`src/rtl/hazard_stall_ctrl.sv`:
```
// hazard_stall_ctrl: RAW interlock, redirect flush and memory-freeze sequencing for a 5-stage pipeline.
module hazard_stall_ctrl #(
    parameter int DEPTH            = 3,
    parameter bit RF_WRITE_THROUGH = 1'b1,
    parameter int FLUSH_CYCLES     = 1,
    parameter int CNT_WIDTH        = 16
) (
    input  logic                 clk,
    input  logic                 rst,
    input  logic                 id_valid,
    input  logic                 rs1_re,
    input  logic [4:0]           rs1_addr,
    input  logic                 rs2_re,
    input  logic [4:0]           rs2_addr,
    input  logic                 rd_we,
    input  logic [4:0]           rd_addr,
    input  logic                 ex_redirect,
    input  logic                 mem_busy,
    output logic                 stall_if,
    output logic                 stall_id,
    output logic                 bubble_ex,
    output logic                 flush_if,
    output logic                 flush_id,
    output logic                 freeze,
    output logic [CNT_WIDTH-1:0] stall_cnt
);
    localparam int CMP = RF_WRITE_THROUGH ? DEPTH - 1 : DEPTH;
    logic [DEPTH-1:0]     sb_v_q, sb_v_d;
    logic [4:0]           sb_a_q [DEPTH];
    logic [4:0]           sb_a_d [DEPTH];
    logic                 redirect_pend_q, redirect_pend_d;
    logic [2:0]           flush_ctr_q, flush_ctr_d;
    logic [CNT_WIDTH-1:0] stall_cnt_q, stall_cnt_d;
    logic                 hit1, hit2, hazard, redirect_eff, flush_active, issue;
    always_comb begin
        hit1 = 1'b0;
        hit2 = 1'b0;
        for (int i = 0; i < CMP; i++) begin
            hit1 = hit1 | (sb_v_q[i] && sb_a_q[i] == rs1_addr);
            hit2 = hit2 | (sb_v_q[i] && sb_a_q[i] == rs2_addr);
        end
        hazard       = id_valid && ((rs1_re && rs1_addr != 5'd0 && hit1) || (rs2_re && rs2_addr != 5'd0 && hit2));
        redirect_eff = (ex_redirect || redirect_pend_q) && !mem_busy;
        flush_active = flush_ctr_q != 3'd0 || redirect_eff;
        issue        = id_valid && !hazard && !flush_active && !mem_busy;
    end
    always_comb begin
        freeze    = !rst && mem_busy;
        stall_if  = !rst && (mem_busy || (!flush_active && hazard));
        stall_id  = stall_if;
        flush_if  = rst || (!mem_busy && flush_active);
        flush_id  = flush_if;
        bubble_ex = rst || (!mem_busy && (flush_active || hazard));
        stall_cnt = stall_cnt_q;
    end
    // A frozen memory stage holds everything except a redirect, which is parked until the freeze lifts.
    always_comb begin
        sb_v_d          = sb_v_q;
        sb_a_d          = sb_a_q;
        redirect_pend_d = redirect_pend_q | ex_redirect;
        flush_ctr_d     = flush_ctr_q;
        stall_cnt_d     = stall_cnt_q;
        if (!mem_busy) begin
            sb_v_d          = DEPTH'({sb_v_q, issue && rd_we && rd_addr != 5'd0});
            sb_a_d[0]       = rd_addr;
            for (int i = 1; i < DEPTH; i++) sb_a_d[i] = sb_a_q[i-1];
            redirect_pend_d = 1'b0;
            flush_ctr_d     = redirect_eff ? 3'(FLUSH_CYCLES - 1) : flush_ctr_q - {2'b0, flush_ctr_q != 3'd0};
            stall_cnt_d     = (!flush_active && hazard && stall_cnt_q != '1) ? stall_cnt_q + 1'b1 : stall_cnt_q;
        end
    end
    always_ff @(posedge clk) begin
        sb_a_q <= sb_a_d;
        if (rst) begin
            sb_v_q          <= '0;
            redirect_pend_q <= 1'b0;
            flush_ctr_q     <= 3'd0;
            stall_cnt_q     <= '0;
        end else begin
            sb_v_q          <= sb_v_d;
            redirect_pend_q <= redirect_pend_d;
            flush_ctr_q     <= flush_ctr_d;
            stall_cnt_q     <= stall_cnt_d;
        end
    end
endmodule

```
`config.mk`:
```
export PLATFORM = sky130hd
export DESIGN_NAME = hazard_stall_ctrl
export DESIGN_NICKNAME = d
export VERILOG_FILES = /design/src/rtl/hazard_stall_ctrl.sv
export SDC_FILE = /design/constraint.sdc
export NUM_CORES = 1
export LEC_CHECK = 0
export ABC_AREA = 1
export BUFFER_PORTS_ARGS = -buffer_cell sky130_fd_sc_hd__buf_2
export CAP_MARGIN = 20
export CORE_MARGIN = 2
export CORE_UTILIZATION = 48
export CTS_CLUSTER_SIZE = 8
export DETAILED_ROUTE_END_ITERATION = 10
export GPL_ROUTABILITY_DRIVEN = 0
export PLACE_DENSITY = 0.73
export SLEW_MARGIN = 40
export SYNTH_ARGS = -nofsm -noshare
export SYNTH_HDL_FRONTEND = slang
export SYNTH_SLANG_ARGS = --single-unit
export TNS_END_PERCENT = 20
```
`constraint.sdc`:
```
create_clock -name clk -period 1.6 [get_ports clk]
set_input_delay 0 -clock clk [delete_from_list [all_inputs] [get_ports clk]]
set_output_delay 0 -clock clk [all_outputs]
set_load 0.005 [all_outputs]
```
==> run_results.csv, run 1 <==
group,metric,value,unit
clocking,clock_latency,0.29,ns
run_status,failed_checks,"negative setup slack",
timing,post-route-min-period,1.72,ns
worst_setup_path,r2r_start,"sb_a_q[5]",
floorplan,die_w,67.1,um
synth,async_reset_ff_share,0,%
synth,yosysWarnings,0,
timing,skew,0.00798,ns
worst_setup_path,r2r_cells,13,
worst_setup_path,r2r-end,"stall_cnt[8]",
synth,synthDistinctLibCells,27,
synth,netlist_area,1910,um^2
placement,dp_hpwl,3420,um
synth,synth_mux_area_share,0,%
min_path,hold_path.class,"in -> reg",
synth,synth_edf_count,10,
timing,hold_viol,0,
finish,mostFrequentLayoutCell,"nand2_1",
timing,slew_violations,0,
pwr,power.density,657,nW/um^2
drt,vias,2046,
global_route,gr-usage-met3,4.22,%
global_route,grt_use_total,22.9,%
clocking,htree_num_levels,2,
drt,vias_per_cell,4.85,
floorplan,start_util,51.0,%
finish,n_antenna_cell,0,
global_route,antenna_found_initial,0,
timing,period_share,108,%
finish,final_cell_mix,"87 x nand2_1, 45 x inv_1, 45 x nor2_1, 44 x buf_2, 22 x buf_4",
min_path,holdPathStages,3,
finish,seqCellArea,743,um^2
finish,fillers,333,
pwr,power_leakage,1.29,nW
min_path,hold_end,"sb_v_q[0]",
drt,final_antenna_net_count,0,
synth,synthAdderAreaFrac,1.96,%
finish,areaGrowthSynthToFinish,34.1,%
finish,multi_input_area,1010,um^2
finish,drive_above_1_share,26.7,%
drt,wire_per_inst,11.1,um
timing,tns,-1.18,ns
finish,final_cells,422,
placement,dp_cells,404,
pwr,vdd_drop_max,0.542,mV
min_path,hp-start,"id_valid",
worst_setup_path,worst_setup_path_start_kind,"register",
clocking,tritoncts,"built",
worst_setup_path,path_class,"reg -> out",
synth,synth_compound_area_share,7.92,%
global_route,use_met1,30.1,%
run_status,run_status,"finished with violations",
worst_setup_path,worstPathRequired,1.60,ns
worst_setup_path,crit_fanout,4,
synth,ys_seq_area_share,38.8,%
synth,synthXorXnorAreaFrac,0.458,%
timing,worst_slack,-0.122,ns
floorplan,core_area,3740,um^2
global_route,grt_pass1_vias,1803,
floorplan,dieArea,4500,um^2
global_route,grt_first_pass_wirelength,7760,um
drt,drtIter0Drc,172,
timing,rsz0062_at_grt,"true",
timing,finalSetupViolCount,16,
synth,synth_top_family_by_area,"simple AND/OR/NAND/NOR gates",
global_route,grt_overflow,0,
timing,worst_pin_slew,0.392,ns
synth,ys_ff_latch,32,
timing,slew_headroom,73.7,%
synth,synthFlopType,"dfxtp_1",
global_route,grt_busiest_layer,"met2",
drt,wl,4700,um
clocking,root_buffer,"clkbuf_8",
worst_setup_path,r2r_slack,-0.11,ns
flow_run,cap_violations,0,
floorplan,num_rows,22,
worst_setup_path,cp-end-kind,"output port",
synth,syn_area_per_cell,6.48,um^2
clocking,cts.sinks,32,
drt,drtPass1Iterations,5,
clocking,cts_buffer_depth,2,
floorplan,dieHeight,67.1,um
global_route,grt_max_degree,17,
finish,final_nets,399,
timing,fmax,0.581,GHz
clocking,cts_made_buffers,5,
global_route,grt_use_met2,37.0,%
synth,postSynthCellCount,295,
synth,synth_fp_nets,321,
placement,io_buffers,44,
synth,yosys.area_share.simple,39.5,%
floorplan,io_pins,45,
drt,drc_errors,0,
worst_setup_path,worstPathArrival,1.72,ns
clocking,clk_pin_slew_worst_paths,0.06,ns
## flip-flops by register name (all words and copies together) (netlist names)
name / cells
stall_cnt: 16
flush_ctr_q: 3
sb_v_q: 2
sb_a_q: 10
redirect_pend_q: 1
## worst max-delay path, cell delays in order, from the launching register on
cell and delay (ns):
edfxtp_1 0.44, nand2_1 0.08, nand2_1 0.05, nor2_1 0.09, nand3_1 0.12, nand2_1 0.08, nand2_1 0.06, nand2_2 0.10
buf_6 0.12, nand2_4 0.04, o21ai_2 0.14, buf_2 0.13
## how the worst max path moves through the flow
| stage | start | depth (start not counted) | endpoint | slack [ns] |
|---|---|---|---|---|
| 6_report | sb_a_q[5] | 11 | stall_if | -0.12 |
| 3_5_place_dp | sb_a_q[5] | 11 | stall_cnt[7] | -0.08 |
| 4_1_cts | sb_a_q[5] | 11 | stall_if | -0.09 |
| 3_3_place_gp | sb_a_q[11] | 11 | stall_cnt[7] | -0.06 |
| 2_1_floorplan | stall_cnt[1] | 13 | stall_cnt[13] | 0.001 |
| 5_1_grt | sb_a_q[11] | 13 | stall_cnt[8] | -0.25 |
## power by group
part | internal, mW | leakage (nW) | total, mW | switching (mW)
Combinational | 0.0934 | 0.978 | 0.217 | 0.124
Clock | 0.302 | 0.0399 | 0.580 | 0.278
Sequential | 0.864 | 0.276 | 0.886 | 0.0222
## metrics by stage
stage | setup slack (ns) | cell area (um^2) | hold WS, ns | total power [mW] | utilization, %
floorplan | 0.00110 | 1910 | 0.0602 | 1.01 | -
global placement | -0.0643 | 2320 | 0.195 | 1.09 | 62.0
detailed placement | -0.0842 | 2320 | 0.197 | 1.09 | 62.0
CTS | -0.0931 | 2530 | 0.0762 | 1.69 | 67.5
global route | -0.245 | 2560 | 0.110 | 1.77 | 68.4
finish | -0.122 | 2560 | 0.0951 | 1.68 | 68.4
## final cells by class
| class | instances | share of cell area (%) |
|---|---|---|
| inverters | 48 | 7.13 |
| clock buffers | 7 | 2.98 |
| clock inverters | 1 | 0.146 |
| multi-input cells | 210 | 39.4 |
| well taps | 48 | 2.34 |
| repair buffers | 76 | 19.0 |
| flip-flops and latches | 32 | 29.0 |
## repair_timing
action,CTS,global route
buffers inserted,2,0
endpoints found under the hold margin,8,0
hold buffers,8,0
resized for setup,9,13
gates cloned,0,0
endpoints found under the setup margin,16,22
pin swaps,11,6
## cells in the mapped netlist (2+ instances only)
library cell / n / area (um^2)
a21oi_1: 12 / 60.1
and3_1: 2 / 12.5
buf_4: 2 / 15.0
dfxtp_1: 22 / 440
edfxtp_1: 10 / 300
ha_1: 3 / 37.5
inv_1: 45 / 169
inv_2: 2 / 7.51
nand2_1: 89 / 334
nand2_2: 4 / 25.0
nand3_1: 16 / 80.1
nand4_1: 6 / 37.5
nor2_1: 47 / 176
nor2_2: 4 / 25.0
nor2_4: 2 / 22.5
nor3_1: 5 / 25.0
o21ai_0: 11 / 55.1
o21ai_1: 4 / 20.0
## cells by family (layout without fill, tap and decap cells)
| group | after synthesis | count (layout) |
|---|---|---|
| adders and majority gates | 3 | 3 |
| DFF | 32 | 32 |
| and+or+nand+nor | 177 | 177 |
| AOI/OAI and AO/OA | 29 | 29 |
| xor gates and xnor gates | 1 | 1 |
| buffers and inverters | 53 | 132 |
## routing by layer
layer / up-vias / routed length, um
met3: 10 / 283
met5: - / 0
met1: 889 / 2170
met2: 68 / 2170
li1: 1079 / -
met4: 0 / 79
Note: power is estimated with default switching activity, not from simulation.
==> run 2: changes to the inputs <==
Settings changed: SKIP_CTS_REPAIR_TIMING set to 1.
==> run_results.csv, run 2 (synthesized netlist as in run 1, its figures left out) <==
group,metric,value,unit
finish,largest_reg_flops,16,
pwr,power_frac_clock,34.6,%
finish,areaGrowthSynthToFinish,31.5,%
drt,wl_met1,2150,um
worst_setup_path,cp-end-kind,"register",
pwr,power.density,668,nW/um^2
global_route,grt_overflow,0,
worst_setup_path,worstPathRequired,1.78,ns
drt,wl_met2,2050,um
run_status,run_status,"finished with violations",
finish,fillers,337,
worst_setup_path,r2r_start,"sb_a_q[5]",
worst_setup_path,worst_setup_path_start_kind,"register",
drt,drc_errors,0,
global_route,grt_max_degree,17,
drt,final_antenna_net_count,0,
pwr,p_seq_share,52.8,%
worst_setup_path,r2r_cells,13,
drt,vias,1999,
worst_setup_path,crit_cells,13,
timing,worst_pin_slew,0.317,ns
worst_setup_path,r2r_slack,-0.14,ns
pwr,p_int,1.26,mW
finish,final_nets,397,
worst_setup_path,max_stage_delay,0.45,ns
floorplan,core_area,3740,um^2
timing,skew,0.00668,ns
timing,hold_viol,0,
drt,wl,4560,um
pwr,netSwitchingFraction,25.1,%
timing,slew_violations,0,
floorplan,num_rows,22,
clocking,cts.sinks,32,
worst_setup_path,r2r-end,"stall_cnt[8]",
placement,io_buffers,44,
worst_setup_path,worstPathArrival,1.92,ns
clocking,tritoncts,"built",
run_status,failed_checks,"negative setup slack",
placement,dp_hpwl,3420,um
floorplan,dieArea,4500,um^2
drt,wl_met3,298,um
min_path,hold_path.class,"in -> reg",
pwr,vdd_drop_max,0.542,mV
worst_setup_path,cp_common_cell,"nand2_1",
floorplan,die_w,67.1,um
finish,mostFrequentLayoutCell,"nand2_1",
drt,drtPass1Iterations,4,
finish,drive_above_1_share,25.8,%
timing,worst_slack,-0.140,ns
timing,period_share,109,%
drt,top_layer_used,"met4",
placement,dpl_worst_slack,-0.0842,ns
floorplan,start_util,51.0,%
worst_setup_path,crit_fanout,4,
worst_setup_path,slowest_stage,"edfxtp_1",
timing,rsz0062_at_grt,"true",
clocking,clk_pin_slew_worst_paths,0.06,ns
min_path,hold_end,"sb_v_q[0]",
finish,final_cell_mix,"87 x nand2_1, 45 x nor2_1, 44 x inv_1, 44 x buf_2",
finish,n_antenna_cell,0,
global_route,antenna_found_initial,0,
worst_setup_path,path_cells,"nand2_1 > nand2_1 > nor2_1 > nand3_1 > nand2_1 > nand2_1 > nand2_2 > nand3_2 > buf_6 > nor2_4 > inv_2 > o21ai_2 > nor2_1",
clocking,htree_num_levels,2,
timing,fmax,0.575,GHz
floorplan,dieHeight,67.1,um
timing,post-route-min-period,1.74,ns
timing,tns,-1.38,ns
worst_setup_path,path_class,"reg -> reg",
min_path,hp-start,"rd_we",
clocking,root_buffer,"clkbuf_8",
worst_setup_path,crit_buf_inv,2,
drt,vias_per_cell,4.76,
timing,slew_headroom,78.7,%
flow_run,cap_violations,0,
timing,finalSetupViolCount,17,
drt,wire_per_inst,10.9,um
clocking,cts_made_buffers,5,
global_route,grt_first_pass_wirelength,7200,um
drt,drtIter0Drc,165,
clocking,cts_buffer_depth,2,
pwr,pwr-share-comb,12.6,%
min_path,holdPathStages,3,
global_route,grt_use_total,21.3,%
clocking,clock_latency,0.28,ns
global_route,grt_pass1_vias,1680,
pwr,p_switching,0.422,mW
floorplan,io_pins,45,
pwr,power_leakage,1.27,nW
worst_setup_path,cp_top_family,"simple AND/OR/NAND/NOR gates",
## run 2: changes by cell type in the layout (fill, tap and decap cells not counted), sizes merged
cell / before / now
buf: 68 / 67
dlygate4sd3: 8 / 7
## run 2: power groups by stage
stage	registers, mW	logic (mW)	clock network, mW
2_1_floorplan	0.896	0.118	0
3_3_place_gp	0.902	0.186	0
3_5_place_dp	0.903	0.187	0
4_1_cts	0.885	0.188	0.598
5_1_grt	0.888	0.239	0.636
6_report	0.886	0.212	0.581
## run 2: worst max path at each step
stage / endpoint / slack, ns / start
CTS: stall_if / -0.22 / sb_a_q[5]
finish: stall_cnt[8] / -0.14 / sb_a_q[5]
global placement: stall_cnt[7] / -0.06 / sb_a_q[11]
floorplan: stall_cnt[13] / 0.001 / stall_cnt[1]
detailed placement: stall_cnt[7] / -0.08 / sb_a_q[5]
global route: stall_cnt[8] / -0.24 / sb_a_q[11]
## run 2: metal layers
metal | vias up | global-route usage, %
met1 | 858 | 28.2
met3 | 6 | 4.56
met2 | 61 | 33.5
met4 | 0 | 8.67
met5 | - | 0
li1 | 1074 | -
## run 2: tightest hold or removal path, delay by kind of cell
family,cells,cell delay [ns]
buf+inv,1,0.09
compound gates,1,0.07
simple gates,1,0.08
## run 2: final cells by class
type	instances	area, um^2	area share [%]
inverters	48	183	7.27
well taps	48	60.1	2.39
flip-flops and latches	32	742	29.5
repair buffers	74	470	18.7
clock inverters	1	3.75	0.149
multi-input cells	210	977	38.9
clock buffers	7	76.3	3.04
## run 2: stage by stage
stage / hold slack [ns] / total power, mW / utilization [%] / cell area [um^2] / instances
floorplan: 0.0602 / 1.01 / - / 1910 / 295
global placement: 0.195 / 1.09 / 62.0 / 2320 / 404
detailed placement: 0.197 / 1.09 / 62.0 / 2320 / 404
CTS: -0.0949 / 1.67 / 64.2 / 2400 / 412
global route: 0.00856 / 1.76 / 67.1 / 2510 / 420
finish: 0.00333 / 1.68 / 67.1 / 2510 / 420
